`src/rtl/pipeline_pkg.sv`:
```
// Shared types and constants for the RV32 pipeline hazard controller.
//   ctrl_state_t : memory-wait FSM states (RUN / WAIT / HALT)
//   fwd_sel_t    : E-stage operand forwarding select encoding
//   fwd_select() : forwarding priority rule (M over W, x0 never forwarded)
package pipeline_pkg;

  typedef enum logic [1:0] {
    RUN  = 2'b00,
    WAIT = 2'b01,
    HALT = 2'b10
  } ctrl_state_t;

  typedef enum logic [1:0] {
    FWD_RF = 2'b00,
    FWD_W  = 2'b01,
    FWD_M  = 2'b10
  } fwd_sel_t;

  localparam logic [1:0]  RESULT_SRC_LOAD = 2'b01;
  localparam logic [31:0] NOP_INSTR       = 32'h0000_0033;

  // The M stage holds the younger result, so it wins over W.
  function automatic fwd_sel_t fwd_select(
    input logic [4:0] rs,
    input logic [4:0] rd_m,
    input logic       wr_m,
    input logic [4:0] rd_w,
    input logic       wr_w
  );
    fwd_sel_t sel;
    sel = FWD_RF;
    if (wr_m && (rd_m != 5'd0) && (rd_m == rs)) begin
      sel = FWD_M;
    end else if (wr_w && (rd_w != 5'd0) && (rd_w == rs)) begin
      sel = FWD_W;
    end
    return sel;
  endfunction

endpackage

```
`src/rtl/pipeline_hazard_ctrl_if.sv`:
```
// Hazard-controller bundle between the pipeline datapath and the controller.
//   master : pipeline side, drives register indices / stage status and
//            receives forwarding, stall, flush and memory controls
//   slave  : controller side (pipeline_hazard_ctrl)
interface pipeline_hazard_ctrl_if #(
  parameter int CNT_W = 32
);

  logic [4:0]       Rs1D;
  logic [4:0]       Rs2D;
  logic [4:0]       Rs1E;
  logic [4:0]       Rs2E;
  logic [4:0]       RdE;
  logic [1:0]       ResultSrcE;
  logic             PCSrcE;
  logic [4:0]       RdM;
  logic             RegWriteM;
  logic             MemReqM;
  logic [4:0]       RdW;
  logic             RegWriteW;
  logic             dmem_ready;

  logic [1:0]       ForwardAE;
  logic [1:0]       ForwardBE;
  logic             StallF;
  logic             StallD;
  logic             StallE;
  logic             StallM;
  logic             FlushD;
  logic             FlushE;
  logic             FlushW;
  logic             dmem_req;
  logic             mem_err;
  logic [1:0]       state_o;
  logic [CNT_W-1:0] stall_cycles;

  modport master (
    output Rs1D, Rs2D, Rs1E, Rs2E, RdE, ResultSrcE, PCSrcE,
           RdM, RegWriteM, MemReqM, RdW, RegWriteW, dmem_ready,
    input  ForwardAE, ForwardBE, StallF, StallD, StallE, StallM,
           FlushD, FlushE, FlushW, dmem_req, mem_err, state_o, stall_cycles
  );

  modport slave (
    input  Rs1D, Rs2D, Rs1E, Rs2E, RdE, ResultSrcE, PCSrcE,
           RdM, RegWriteM, MemReqM, RdW, RegWriteW, dmem_ready,
    output ForwardAE, ForwardBE, StallF, StallD, StallE, StallM,
           FlushD, FlushE, FlushW, dmem_req, mem_err, state_o, stall_cycles
  );

endinterface

```
`src/rtl/hazard_fwd_unit.sv`:
```
// Purely combinational forwarding and load-use detection.
//   Rs1D/Rs2D        : sources of the instruction in D
//   Rs1E/Rs2E/RdE    : sources and destination of the instruction in E
//   ResultSrcE       : E result select (load when RESULT_SRC_LOAD)
//   RdM/RegWriteM    : M destination / write enable
//   RdW/RegWriteW    : W destination / write enable
//   ForwardAE/BE     : operand A/B select for E
//   lw_hazard        : raw load-use hazard, not yet qualified by freeze
module hazard_fwd_unit
  import pipeline_pkg::*;
(
  input  logic [4:0] Rs1D,
  input  logic [4:0] Rs2D,
  input  logic [4:0] Rs1E,
  input  logic [4:0] Rs2E,
  input  logic [4:0] RdE,
  input  logic [1:0] ResultSrcE,
  input  logic [4:0] RdM,
  input  logic       RegWriteM,
  input  logic [4:0] RdW,
  input  logic       RegWriteW,
  output fwd_sel_t   ForwardAE,
  output fwd_sel_t   ForwardBE,
  output logic       lw_hazard
);

  always_comb begin
    ForwardAE = fwd_select(Rs1E, RdM, RegWriteM, RdW, RegWriteW);
    ForwardBE = fwd_select(Rs2E, RdM, RegWriteM, RdW, RegWriteW);
  end

  always_comb begin
    lw_hazard = 1'b0;
    if ((ResultSrcE == RESULT_SRC_LOAD) && (RdE != 5'd0) &&
        ((RdE == Rs1D) || (RdE == Rs2D))) begin
      lw_hazard = 1'b1;
    end
  end

endmodule

```
`src/rtl/pipeline_hazard_ctrl.sv`:
```
// Central hazard / sequencing controller for the 5-stage RV32 pipeline.
//   clk, rst : core clock, asynchronous active-high reset
//   hz       : slave side of pipeline_hazard_ctrl_if (forwarding selects,
//              stalls, flushes, data-memory request, FSM state, error flag
//              and saturating stall-cycle counter)
// A data-memory wait freezes F..M and bubbles M->W; MEM_TIMEOUT consecutive
// wait cycles halt the core until reset.
module pipeline_hazard_ctrl
  import pipeline_pkg::*;
#(
  parameter int MEM_TIMEOUT = 16,
  parameter int CNT_W       = 32
) (
  input  logic                 clk,
  input  logic                 rst,
  pipeline_hazard_ctrl_if.slave hz
);

  localparam int                WCNT_W       = $clog2(MEM_TIMEOUT);
  localparam logic [WCNT_W-1:0] TIMEOUT_LAST = WCNT_W'(MEM_TIMEOUT - 1);

  ctrl_state_t       state_q;
  ctrl_state_t       state_d;
  logic [WCNT_W-1:0] wait_cnt_q;
  logic              mem_err_q;
  logic [CNT_W-1:0]  stall_cycles_q;

  fwd_sel_t          fwd_a;
  fwd_sel_t          fwd_b;
  logic              lw_hazard;

  logic              halt;
  logic              mem_stall;
  logic              freeze;
  logic              lw_stall;
  logic              stall_f;

  hazard_fwd_unit u_fwd (
    .Rs1D       (hz.Rs1D),
    .Rs2D       (hz.Rs2D),
    .Rs1E       (hz.Rs1E),
    .Rs2E       (hz.Rs2E),
    .RdE        (hz.RdE),
    .ResultSrcE (hz.ResultSrcE),
    .RdM        (hz.RdM),
    .RegWriteM  (hz.RegWriteM),
    .RdW        (hz.RdW),
    .RegWriteW  (hz.RegWriteW),
    .ForwardAE  (fwd_a),
    .ForwardBE  (fwd_b),
    .lw_hazard  (lw_hazard)
  );

  // A freeze holds E, so a taken branch there stays visible and its flush
  // simply fires on the first unfrozen cycle instead of being lost.
  always_comb begin
    halt      = (state_q == HALT);
    mem_stall = !halt && hz.MemReqM && !hz.dmem_ready;
    freeze    = mem_stall || halt;
    lw_stall  = !freeze && lw_hazard;
    stall_f   = freeze || lw_stall;
  end

  always_comb begin
    hz.ForwardAE    = fwd_a;
    hz.ForwardBE    = fwd_b;
    hz.StallF       = stall_f;
    hz.StallD       = stall_f;
    hz.StallE       = freeze;
    hz.StallM       = freeze;
    hz.FlushD       = !freeze && hz.PCSrcE;
    hz.FlushE       = !freeze && (hz.PCSrcE || lw_stall);
    hz.FlushW       = freeze;
    hz.dmem_req     = hz.MemReqM && !halt;
    hz.mem_err      = mem_err_q;
    hz.state_o      = state_q;
    hz.stall_cycles = stall_cycles_q;
  end

  always_comb begin
    state_d = state_q;
    unique case (state_q)
      RUN: begin
        if (mem_stall) state_d = WAIT;
      end
      WAIT: begin
        if (mem_stall && (wait_cnt_q == TIMEOUT_LAST)) begin
          state_d = HALT;
        end else if (hz.dmem_ready) begin
          state_d = RUN;
        end
      end
      HALT: begin
        state_d = HALT;
      end
      default: begin
        state_d = RUN;
      end
    endcase
  end

  always_ff @(posedge clk or posedge rst) begin
    if (rst) begin
      state_q        <= RUN;
      wait_cnt_q     <= '0;
      mem_err_q      <= 1'b0;
      stall_cycles_q <= '0;
    end else begin
      state_q    <= state_d;
      wait_cnt_q <= mem_stall ? (wait_cnt_q + WCNT_W'(1)) : '0;
      if (state_d == HALT) begin
        mem_err_q <= 1'b1;
      end
      if (stall_f && (stall_cycles_q != '1)) begin
        stall_cycles_q <= stall_cycles_q + CNT_W'(1);
      end
    end
  end

endmodule

```
`src/flat_wrapper.sv`:
```
// flat-port wrapper written by rule: the top's interface ports become plain ports
module pipeline_hazard_ctrl_flat import pipeline_pkg::*;
#(
  parameter int MEM_TIMEOUT = 16,
  parameter int CNT_W       = 32
)
  (clk, rst, hz_Rs1D, hz_Rs2D, hz_Rs1E, hz_Rs2E, hz_RdE, hz_ResultSrcE, hz_PCSrcE, hz_RdM, hz_RegWriteM, hz_MemReqM, hz_RdW, hz_RegWriteW, hz_dmem_ready, hz_ForwardAE, hz_ForwardBE, hz_StallF, hz_StallD, hz_StallE, hz_StallM, hz_FlushD, hz_FlushE, hz_FlushW, hz_dmem_req, hz_mem_err, hz_state_o, hz_stall_cycles);
  pipeline_hazard_ctrl_if #(.CNT_W(CNT_W)) hz_i ();
  input  logic clk;
  input  logic rst;
  input wire logic [$bits(hz_i.Rs1D)-1:0] hz_Rs1D;
  input wire logic [$bits(hz_i.Rs2D)-1:0] hz_Rs2D;
  input wire logic [$bits(hz_i.Rs1E)-1:0] hz_Rs1E;
  input wire logic [$bits(hz_i.Rs2E)-1:0] hz_Rs2E;
  input wire logic [$bits(hz_i.RdE)-1:0] hz_RdE;
  input wire logic [$bits(hz_i.ResultSrcE)-1:0] hz_ResultSrcE;
  input wire logic [$bits(hz_i.PCSrcE)-1:0] hz_PCSrcE;
  input wire logic [$bits(hz_i.RdM)-1:0] hz_RdM;
  input wire logic [$bits(hz_i.RegWriteM)-1:0] hz_RegWriteM;
  input wire logic [$bits(hz_i.MemReqM)-1:0] hz_MemReqM;
  input wire logic [$bits(hz_i.RdW)-1:0] hz_RdW;
  input wire logic [$bits(hz_i.RegWriteW)-1:0] hz_RegWriteW;
  input wire logic [$bits(hz_i.dmem_ready)-1:0] hz_dmem_ready;
  output wire logic [$bits(hz_i.ForwardAE)-1:0] hz_ForwardAE;
  output wire logic [$bits(hz_i.ForwardBE)-1:0] hz_ForwardBE;
  output wire logic [$bits(hz_i.StallF)-1:0] hz_StallF;
  output wire logic [$bits(hz_i.StallD)-1:0] hz_StallD;
  output wire logic [$bits(hz_i.StallE)-1:0] hz_StallE;
  output wire logic [$bits(hz_i.StallM)-1:0] hz_StallM;
  output wire logic [$bits(hz_i.FlushD)-1:0] hz_FlushD;
  output wire logic [$bits(hz_i.FlushE)-1:0] hz_FlushE;
  output wire logic [$bits(hz_i.FlushW)-1:0] hz_FlushW;
  output wire logic [$bits(hz_i.dmem_req)-1:0] hz_dmem_req;
  output wire logic [$bits(hz_i.mem_err)-1:0] hz_mem_err;
  output wire logic [$bits(hz_i.state_o)-1:0] hz_state_o;
  output wire logic [$bits(hz_i.stall_cycles)-1:0] hz_stall_cycles;
  assign hz_i.Rs1D = hz_Rs1D;
  assign hz_i.Rs2D = hz_Rs2D;
  assign hz_i.Rs1E = hz_Rs1E;
  assign hz_i.Rs2E = hz_Rs2E;
  assign hz_i.RdE = hz_RdE;
  assign hz_i.ResultSrcE = hz_ResultSrcE;
  assign hz_i.PCSrcE = hz_PCSrcE;
  assign hz_i.RdM = hz_RdM;
  assign hz_i.RegWriteM = hz_RegWriteM;
  assign hz_i.MemReqM = hz_MemReqM;
  assign hz_i.RdW = hz_RdW;
  assign hz_i.RegWriteW = hz_RegWriteW;
  assign hz_i.dmem_ready = hz_dmem_ready;
  assign hz_ForwardAE = hz_i.ForwardAE;
  assign hz_ForwardBE = hz_i.ForwardBE;
  assign hz_StallF = hz_i.StallF;
  assign hz_StallD = hz_i.StallD;
  assign hz_StallE = hz_i.StallE;
  assign hz_StallM = hz_i.StallM;
  assign hz_FlushD = hz_i.FlushD;
  assign hz_FlushE = hz_i.FlushE;
  assign hz_FlushW = hz_i.FlushW;
  assign hz_dmem_req = hz_i.dmem_req;
  assign hz_mem_err = hz_i.mem_err;
  assign hz_state_o = hz_i.state_o;
  assign hz_stall_cycles = hz_i.stall_cycles;
  pipeline_hazard_ctrl #(.MEM_TIMEOUT(MEM_TIMEOUT), .CNT_W(CNT_W)) u_core (.clk(clk), .rst(rst), .hz(hz_i));
endmodule
```
`config.mk`:
```
export PLATFORM = sky130hd
export DESIGN_NAME = pipeline_hazard_ctrl_flat
export DESIGN_NICKNAME = d
export VERILOG_FILES = /design/src/rtl/pipeline_pkg.sv /design/src/rtl/pipeline_hazard_ctrl_if.sv /design/src/rtl/hazard_fwd_unit.sv /design/src/rtl/pipeline_hazard_ctrl.sv /design/src/flat_wrapper.sv
export SDC_FILE = /design/constraint.sdc
export NUM_CORES = 1
export LEC_CHECK = 0
export BUFFER_PORTS_ARGS = -buffer_cell sky130_fd_sc_hd__buf_2
export CAP_MARGIN = 40
export CORE_MARGIN = 2
export CORE_UTILIZATION = 25
export CTS_BUF_LIST = sky130_fd_sc_hd__clkbuf_2
export DETAILED_ROUTE_END_ITERATION = 16
export PLACE_DENSITY_LB_ADDON = 0.15
export SYNTH_ARGS = -nofsm -noshare
export SYNTH_HDL_FRONTEND = slang
export SYNTH_SLANG_ARGS = --single-unit
export TNS_END_PERCENT = 1
```
`constraint.sdc`:
```
create_clock -name clk -period 2.5 [get_ports clk]
set_input_delay 0.5 -clock clk [delete_from_list [all_inputs] [get_ports clk]]
set_output_delay 0.5 -clock clk [all_outputs]
set_load 0.01 [all_outputs]
```
Yosys cells after proc, flatten, opt, wreduce, memory -nomap -nowiden
Index checks and enable logic that the tools add are counted.
- register bits: 39
- input bits: 44
- output and inout port bits: 47
- word-level logic and storage cells: 54
- add/subtract/negate cells: 2
- equality and inequality tests: 12
- multiplexer cells: 10
- reductions and logical operators: 26
- operators by type and width (operator ; number):
    $add 32x1->32 const B ; 1
    $ne 32x32->1 const B ; 1
    $eq 5x5->1 ; 6
    $logic_and 1x1->1 ; 15
    $reduce_bool 5->1 ; 3
    $mux 2 ; 5
    $pmux 2 s3 ; 1
    $add 4x1->4 const B ; 1
    $eq 2x1->1 const B ; 2
    $eq 2x2->1 const B ; 2
    $eq 4x4->1 const B ; 1
    $logic_or 1x1->1 ; 4
    $mux 4 ; 1
    $logic_not 1->1 ; 3
    $mux 1 ; 3
    $logic_not 2->1 ; 1

Depth between registers and ports, before layout
Gate-level depths: netlist (run 1).
- word-level depth: 9
- gate-level depth with buffers: 9
- gate-level depth less buffers: 6

Hierarchy
From an unflattened synthesis (run 1), not the netlist that was laid out.
- cell total of the unflattened synthesis: 227
- area total of the unflattened synthesis: 2324.7 um^2
- modules (own cells, without submodules) (module ; instances ; cells each ; area each (um^2) ; seq. area each (um^2)):
    pipeline_hazard_ctrl ; 1 ; 177 ; 1926.8 ; 975.9
    hazard_fwd_unit ; 1 ; 50 ; 397.9 ; 0.0

Worst setup path after synthesis (run 1)
Ideal clock, no wire load.
- path type: input to output
- start: input port hz_RdM[1]
- end: output port hz_ForwardAE[0]
- data arrival time: 1.793 ns
- required time: 2.000 ns
- slack: 0.207 ns
- stages: 4
- path buffers: 0
- cells stage by stage: or4_1 o21ai_0 nor4_1 nor4_1
- word-level cells in the longest chain between the ends: 4
- elaborated cells on any way between the ends: 5
- those cells by class: 1 x eq/ne; 1 x mux; 3 x reduce/logical
- ends and longest elaborated chain (what ; line ; text):
    start: declaration ; flat_wrapper.sv:18 ; input wire logic [$bits(hz_i.RdM)-1:0] hz_RdM;
    $reduce_bool 5->1 ; pipeline_pkg.sv:32 ; if (wr_m && (rd_m != 5'd0) && (rd_m == rs)) begin
    $logic_and 1x1->1 ; pipeline_pkg.sv:32 ;
    $logic_and 1x1->1 (*) ; pipeline_pkg.sv:32 ;
    $mux 2 (*) ; pipeline_pkg.sv:32 ;
    end: declaration ; flat_wrapper.sv:24 ; output wire logic [$bits(hz_i.ForwardAE)-1:0] hz_ForwardAE;
Every way passes the cells marked *; elsewhere a longest branch is shown, timed or not.

Worst setup path in the final report (run 1)
Ends and elaborated chain as after synthesis.

==> impl_metrics.env, run 1 <==
export IMPL_vdd_drop_max_v=0.0003936
export IMPL_hold_viol=0
export IMPL_fp_row_count=35
export IMPL_path_clk_slew_ns=0.20
export IMPL_synthCells=239
export IMPL_synth_edff_count=0
export IMPL_async_flop_share_pct=100.0
export IMPL_setup_tns_final_ns=0
export IMPL_cp_max_fo=3
export IMPL_dpl_hpwl_um=4499
export IMPL_rsz0062_at_grt="false"
export IMPL_insertion_delay_ns=0.38
export IMPL_cts_sinks=39
export IMPL_required_ns=2.00
export IMPL_dieHeight_um=100.2
export IMPL_grt_pass1_wl_um=9390
export IMPL_crit_type="in2out"
export IMPL_post_cts_buffers=0
export IMPL_grt_pass1_vias=1972
export IMPL_ys_seq_elements=39
export IMPL_clock_fmax_mhz=415.7
export IMPL_grt_start_max_net_pins=40
export IMPL_drc_errors=0
export IMPL_start_util_pct=25.41
export IMPL_cpPeakStageDelay_ns=0.52
export IMPL_antenna_left=0
export IMPL_postCtsHoldBufs=0
export IMPL_cp_end_kind="primary output"
export IMPL_grt_total_usage_pct=11.63
export IMPL_drt_wirelength_per_cell_um=12.80
export IMPL_crit_chain="buf_2 -> or4_1 -> o21ai_1 -> nor4_1 -> nor4_1 -> buf_2"
export IMPL_synth_nets=285
export IMPL_rr_worst_depth=7
export IMPL_grt_ovfl_total=0
export IMPL_fin_nets=384
export IMPL_cts_buffers=5
export IMPL_viasPerCell=4.393
export IMPL_first_pass_iters=5
export IMPL_layout_drive_gt1_share_pct=34.81
export IMPL_endpoint="hz_ForwardAE[0]"
export IMPL_slew_headroom_pct=58.01
export IMPL_cts_repair_resized=0
export IMPL_routed_wl_um=5759
export IMPL_yosys_most_used_dff="dfrtp_1"
export IMPL_status="finished clean"
export IMPL_slew_viol_final=0
export IMPL_synth_warnings=0
export IMPL_cp_top_family="simple AND/OR/NAND/NOR gates"
export IMPL_setup_violations=0
export IMPL_vias=1977
export IMPL_die_x_um=100.2
export IMPL_critPathArrivalTime_ns=1.91
export IMPL_worst_pin_slew_ns=0.6298
export IMPL_hp_class="in2async"
export IMPL_r2r_end="u_core.hz.stall_cycles[16]"
export IMPL_htree_levels=2
export IMPL_placed_cell_area_sq_um=2914
export IMPL_min_period_ns=2.406
export IMPL_netlist_area_sq_um=2315
export IMPL_p_leak_nw=1.570
export IMPL_synth_distinct_cells=33
export IMPL_cp_startpoint="hz_RdM[1]"
export IMPL_netlist_area_leader_share_pct=42.16
export IMPL_place_congestion=0.7479
export IMPL_antenna_found_initial=0
export IMPL_syn_to_final_growth_pct=29.78
export IMPL_port_buffers=90
export IMPL_finalCritPeriodShare_pct=96.23
export IMPL_dieArea_sq_um=10050
export IMPL_core_area_sq_um=9109
export IMPL_synth_area_per_cell_sq_um=9.685
export IMPL_ys_top_cells_by_area="dfrtp_1 42%, xor2_1 17%, xnor2_1 7.2%"
export IMPL_startpoint_type="input pin"
export IMPL_cellPowerDensity_nw_per_um2=509.7
export IMPL_diodes=0
export IMPL_cts_root_buf="clkbuf_2"
export IMPL_critPathBufInv=2
export IMPL_worstReg2RegStart="u_core.hz.stall_cycles[0]"
export IMPL_yosys_area_top_type="dfrtp_1"
export IMPL_yosysSeqAreaShare_pct=42.16
export IMPL_worstSetupPathDepth=6
export IMPL_cts_path_max_buffers=2
export IMPL_fin_skew_ns=0.02174
export IMPL_num_io_pins=91
export IMPL_critPathSlowestCell="or4_1"
export IMPL_rrSetupSlack_ns=0.36
export IMPL_fin_area_sq_um=3004
export IMPL_maxCapViolCount=0
export IMPL_first_iter_violations=68
export IMPL_cts_tree="done"
## cells by family (layout without fill, tap and decap cells)
family / count (synthesis) / count (layout) / synth area share, %
AOI/OAI and AO/OA: 11 / 11 / 3.135
xor gates and xnor gates: 63 / 63 / 23.84
adders and majority gates: 2 / 2 / 1.081
buffers and inverters: 16 / 116 / 3.946
DFF: 39 / 39 / 42.16
muxes: 1 / 1 / 0.4865
and+or+nand+nor: 107 / 107 / 25.35
## cell usage in the layout, fill, tap and decap left out, drive strengths merged
| cell | count |
|---|---|
| a2111oi | 1 |
| a21oi | 3 |
| and2 | 5 |
| and3 | 3 |
| and4 | 5 |
| buf | 99 |
| bufinv | 2 |
| clkbuf | 6 |
| dfrtp | 39 |
| ha | 2 |
| inv | 9 |
| mux2 | 1 |
| nand2 | 17 |
| nand2b | 3 |
| nand3 | 15 |
| nand4 | 7 |
| nor2 | 20 |
| nor3 | 16 |
| nor3b | 1 |
| nor4 | 8 |
| o21ai | 5 |
| o22ai | 1 |
| o32a | 1 |
| or2 | 2 |
| or3 | 1 |
| or4 | 4 |
| xnor2 | 19 |
| xor2 | 44 |
## metrics by stage
stage	hold WS [ns]	total power [W]	worst slack (ns)	util (%)	std cells
finish	0.1936	0.001531	0.09422	32.98	450
detailed placement	0.4514	0.001062	0.04971	31.99	442
global route	0.1678	0.001639	0.04008	32.98	450
floorplan	0.4306	0.0009210	0.2067	-	239
global placement	0.4551	0.001061	0.1323	31.99	442
CTS	0.1854	0.001562	0.05066	32.98	450
## cell type report
cell class	count	area [sq um]
fillers	979	6105
well taps	111	138.9
clock buffers	6	30.03
flip-flops and latches	39	975.9
multi-input cells	184	1247
clock inverters	2	60.06
repair buffers	99	518.0
inverters	9	33.78
## power by group
| group | switching [W] | internal (W) |
|---|---|---|
| clock | 0.000213 | 0.000274 |
| combinational | 0.000158 | 0.000146 |
| sequential | 0.0000654 | 0.000675 |
| total | 0.000436 | 0.00110 |
## Yosys cell counts (2+ instances only)
cell type / n
a21oi_1: 3
and2_1: 5
and3_1: 3
and4_1: 3
and4_2: 2
buf_4: 4
buf_6: 2
dfrtp_1: 39
ha_1: 2
inv_1: 9
nand2_1: 17
nand2b_1: 3
nand3_1: 14
nand4_1: 6
nor2_1: 19
nor3_1: 16
nor4_1: 8
o21ai_0: 3
o21ai_2: 2
or2_2: 2
or4_1: 4
xnor2_1: 19
xor2_1: 44
## worst min-delay path by stage
stage | from | endpoint | slack [ns] | cells past startpoint
global placement | u_core.hz.mem_err | u_core.hz.mem_err | 0.46 | 1
CTS | rst | u_core.hz.state_o[0] | 0.19 | 3
detailed placement | u_core.hz.mem_err | u_core.hz.mem_err | 0.45 | 1
floorplan | u_core.wait_cnt_q[0] | u_core.wait_cnt_q[0] | 0.43 | 1
global route | rst | u_core.wait_cnt_q[2] | 0.17 | 3
finish | rst | u_core.wait_cnt_q[2] | 0.19 | 3
## sequential cells by signal, indices dropped and copies added, names as in the netlist
register and count:
u_core.wait_cnt_q 4, u_core.hz.stall_cycles 32, u_core.hz.state_o 2, u_core.hz.mem_err 1
## layer usage
metal | share of wire, % | track usage [%]
met1 | 49 | 16.61
met2 | 46 | 17.71
met3 | 5.1 | 3.064
met4 | 0.31 | 2.529
met5 | 0 | 0
## tightest hold or removal path, delay by kind of cell
family,cells,cell delay (ns)
buffers and inverters,3,0.56
Power figures use the tool's default switching activity.
==> run 2, diff against run 1 <==
- SETUP_SLACK_MARGIN: unset -> 0.5
==> run 2 against run 1 <==
  * Wire length is 2.7% higher
  * Worst setup slack better by 0.15 ns
  * Cell area increased by 0.71%
  * First-iteration DRC count down 15%
  * Worst hold slack lost 0.020 ns
  * Flip-flop and latch count did not move
==> impl_metrics.env, run 2 (synthesis results as in run 1) <==
export IMPL_antenna_left=0
export IMPL_die_x_um=100.2
export IMPL_vdd_drop_max_v=0.0002499
export IMPL_slew_viol_final=0
export IMPL_core_area_sq_um=9109
export IMPL_total_power_w=0.001360
export IMPL_cp_end_kind="primary output"
export IMPL_diodes=0
export IMPL_grt_pass1_wl_um=9763
export IMPL_cts_sinks=39
export IMPL_hp_class="in2async"
export IMPL_port_buffers=90
export IMPL_insertion_delay_ns=0.41
export IMPL_syn_to_final_growth_pct=30.70
export IMPL_maxCapViolCount=0
export IMPL_largest_reg_flops=32
export IMPL_cp_max_fo=2
export IMPL_path_clk_slew_ns=0.23
export IMPL_fin_skew_ns=0.03758
export IMPL_critPathArrivalTime_ns=1.76
export IMPL_p_leak_nw=1.546
export IMPL_viasPerCell=4.490
export IMPL_required_ns=2.00
export IMPL_antenna_found_initial=0
export IMPL_drt_wirelength_per_cell_um=13.24
export IMPL_worstReg2RegStart="u_core.hz.stall_cycles[0]"
export IMPL_cpMostUsedCell="buf_2"
export IMPL_first_pass_iters=4
export IMPL_status="finished clean"
export IMPL_critPathBufInv=2
export IMPL_final_cells=447
export IMPL_cp_top_family="simple AND/OR/NAND/NOR gates"
export IMPL_cts_path_max_buffers=2
export IMPL_placed_cells=439
export IMPL_grt_pass1_vias=1989
export IMPL_grt_total_usage_pct=12.11
export IMPL_cts_buffers=5
export IMPL_startpoint_type="input pin"
export IMPL_num_io_pins=91
export IMPL_postCtsHoldBufs=0
export IMPL_min_period_ns=2.258
export IMPL_cellPowerDensity_nw_per_um2=449.5
export IMPL_start_util_pct=25.41
export IMPL_place_congestion=0.8224
export IMPL_crit_type="in2out"
export IMPL_layout_common_cells="90 x buf_2, 44 x xor2_1, 39 x dfrtp_1, 19 x xnor2_1, 19 x nor2_1"
export IMPL_n_fill_cell=1006
export IMPL_grt_start_max_net_pins=40
export IMPL_dpl_hpwl_um=4584
export IMPL_setup_tns_final_ns=0
export IMPL_setup_violations=0
export IMPL_grt_ovfl_total=0
export IMPL_layout_drive_gt1_share_pct=36.61
export IMPL_cts_tree="done"
export IMPL_worst_pin_slew_ns=0.5237
export IMPL_first_iter_violations=58
export IMPL_cp_startpoint="hz_Rs1E[2]"
export IMPL_seq_area_sq_um=975.9
export IMPL_hold_viol=0
export IMPL_mostFrequentLayoutCell="buf_2"
export IMPL_dieArea_sq_um=10050
export IMPL_slew_headroom_pct=65.08
export IMPL_htree_levels=2
export IMPL_multi_input_area_sq_um=1324
export IMPL_critPathSlowestCell="or4_4"
export IMPL_fin_nets=381
export IMPL_crit_chain="buf_2 -> xor2_1 -> or4_4 -> nor4_4 -> buf_2"
export IMPL_clock_fmax_mhz=442.9
export IMPL_finalCritPeriodShare_pct=90.31
export IMPL_dieHeight_um=100.2
export IMPL_cpPeakStageDelay_ns=0.55
export IMPL_routed_wl_um=5917
export IMPL_cts_root_buf="clkbuf_2"
export IMPL_drc_errors=0
export IMPL_rsz0062_at_grt="true"
export IMPL_vias=2007
export IMPL_fp_row_count=35
run 2: cell count changes in the layout (fill, tap and decap cells not counted), sizes merged:
cell / change
buf: -3
bufinv: -2
clkinv: +2
clkbuf: -1
clkinvlp: +1
run 2: worst register-to-register path, stage by stage, from the launching register on:
cell     delay, ns
dfrtp_1       0.52
ha_1          0.31
nand4_4       0.12
o32a_1        0.38
o21ai_2       0.19
buf_12        0.20
mux2_2        0.33
run 2: per-stage QoR:
step	hold WS [ns]	worst slack, ns	cell area, sq um	utilization [%]
after floorplan	0.4306	0.5000	2352	-
after global placement	0.4545	0.2619	2942	32.29
after detailed placement	0.4555	0.2299	2942	32.29
after CTS	0.1654	0.2295	2990	32.83
after global routing	0.1883	0.1801	3025	33.21
final	0.1736	0.2421	3025	33.21
run 2: worst paths after layout:
path | cells after the start | endpoint | slack [ns]
max | 5 | hz_ForwardAE[0] | 0.24
min | 3 | u_core.hz.stall_cycles[6] | 0.17
max reg2reg | 6 | u_core.hz.stall_cycles[1] | 0.38
min reg2reg | 1 | u_core.wait_cnt_q[0] | 0.48
max in group asynchronous | 3 | u_core.hz.stall_cycles[10] | 1.94
min in group clk | 2 | u_core.hz.state_o[0] | 0.28
run 2: cell type report:
| type | count | share of cell area [%] |
|---|---|---|
| clock buffer | 5 | 0.8271 |
| clock inverter | 3 | 0.6617 |
| inverter | 9 | 1.117 |
| multi-input combinational | 184 | 43.76 |
| sequential | 39 | 32.26 |
| tap | 111 | 4.591 |
| timing repair buffer | 96 | 16.79 |
run 2: timing repair:
item                       in CTS  in global routing
gates resized for setup         1                  6
setup endpoints to repair      30                 41
pin swaps                       0                  1
setup buffers                   0                  0
run 2: metal layers:
layer  routed length [um]  track usage [%]  vias to the layer above
met2                 2714            18.74                       50
met5                    0                0                        -
met4                   85            3.793                        0
met1                 2838            16.84                      945
li1                     -                -                     1004
met3                  279            2.716                        8
run 2: report_power, final:
| part | internal [W] | switching [W] | total (W) |
|---|---|---|---|
| Clock | 0.0000672 | 0.000229 | 0.000296 |
| Combinational | 0.000151 | 0.000172 | 0.000323 |
| Sequential | 0.000675 | 0.0000659 | 0.000741 |
| Total | 0.000893 | 0.000467 | 0.00136 |
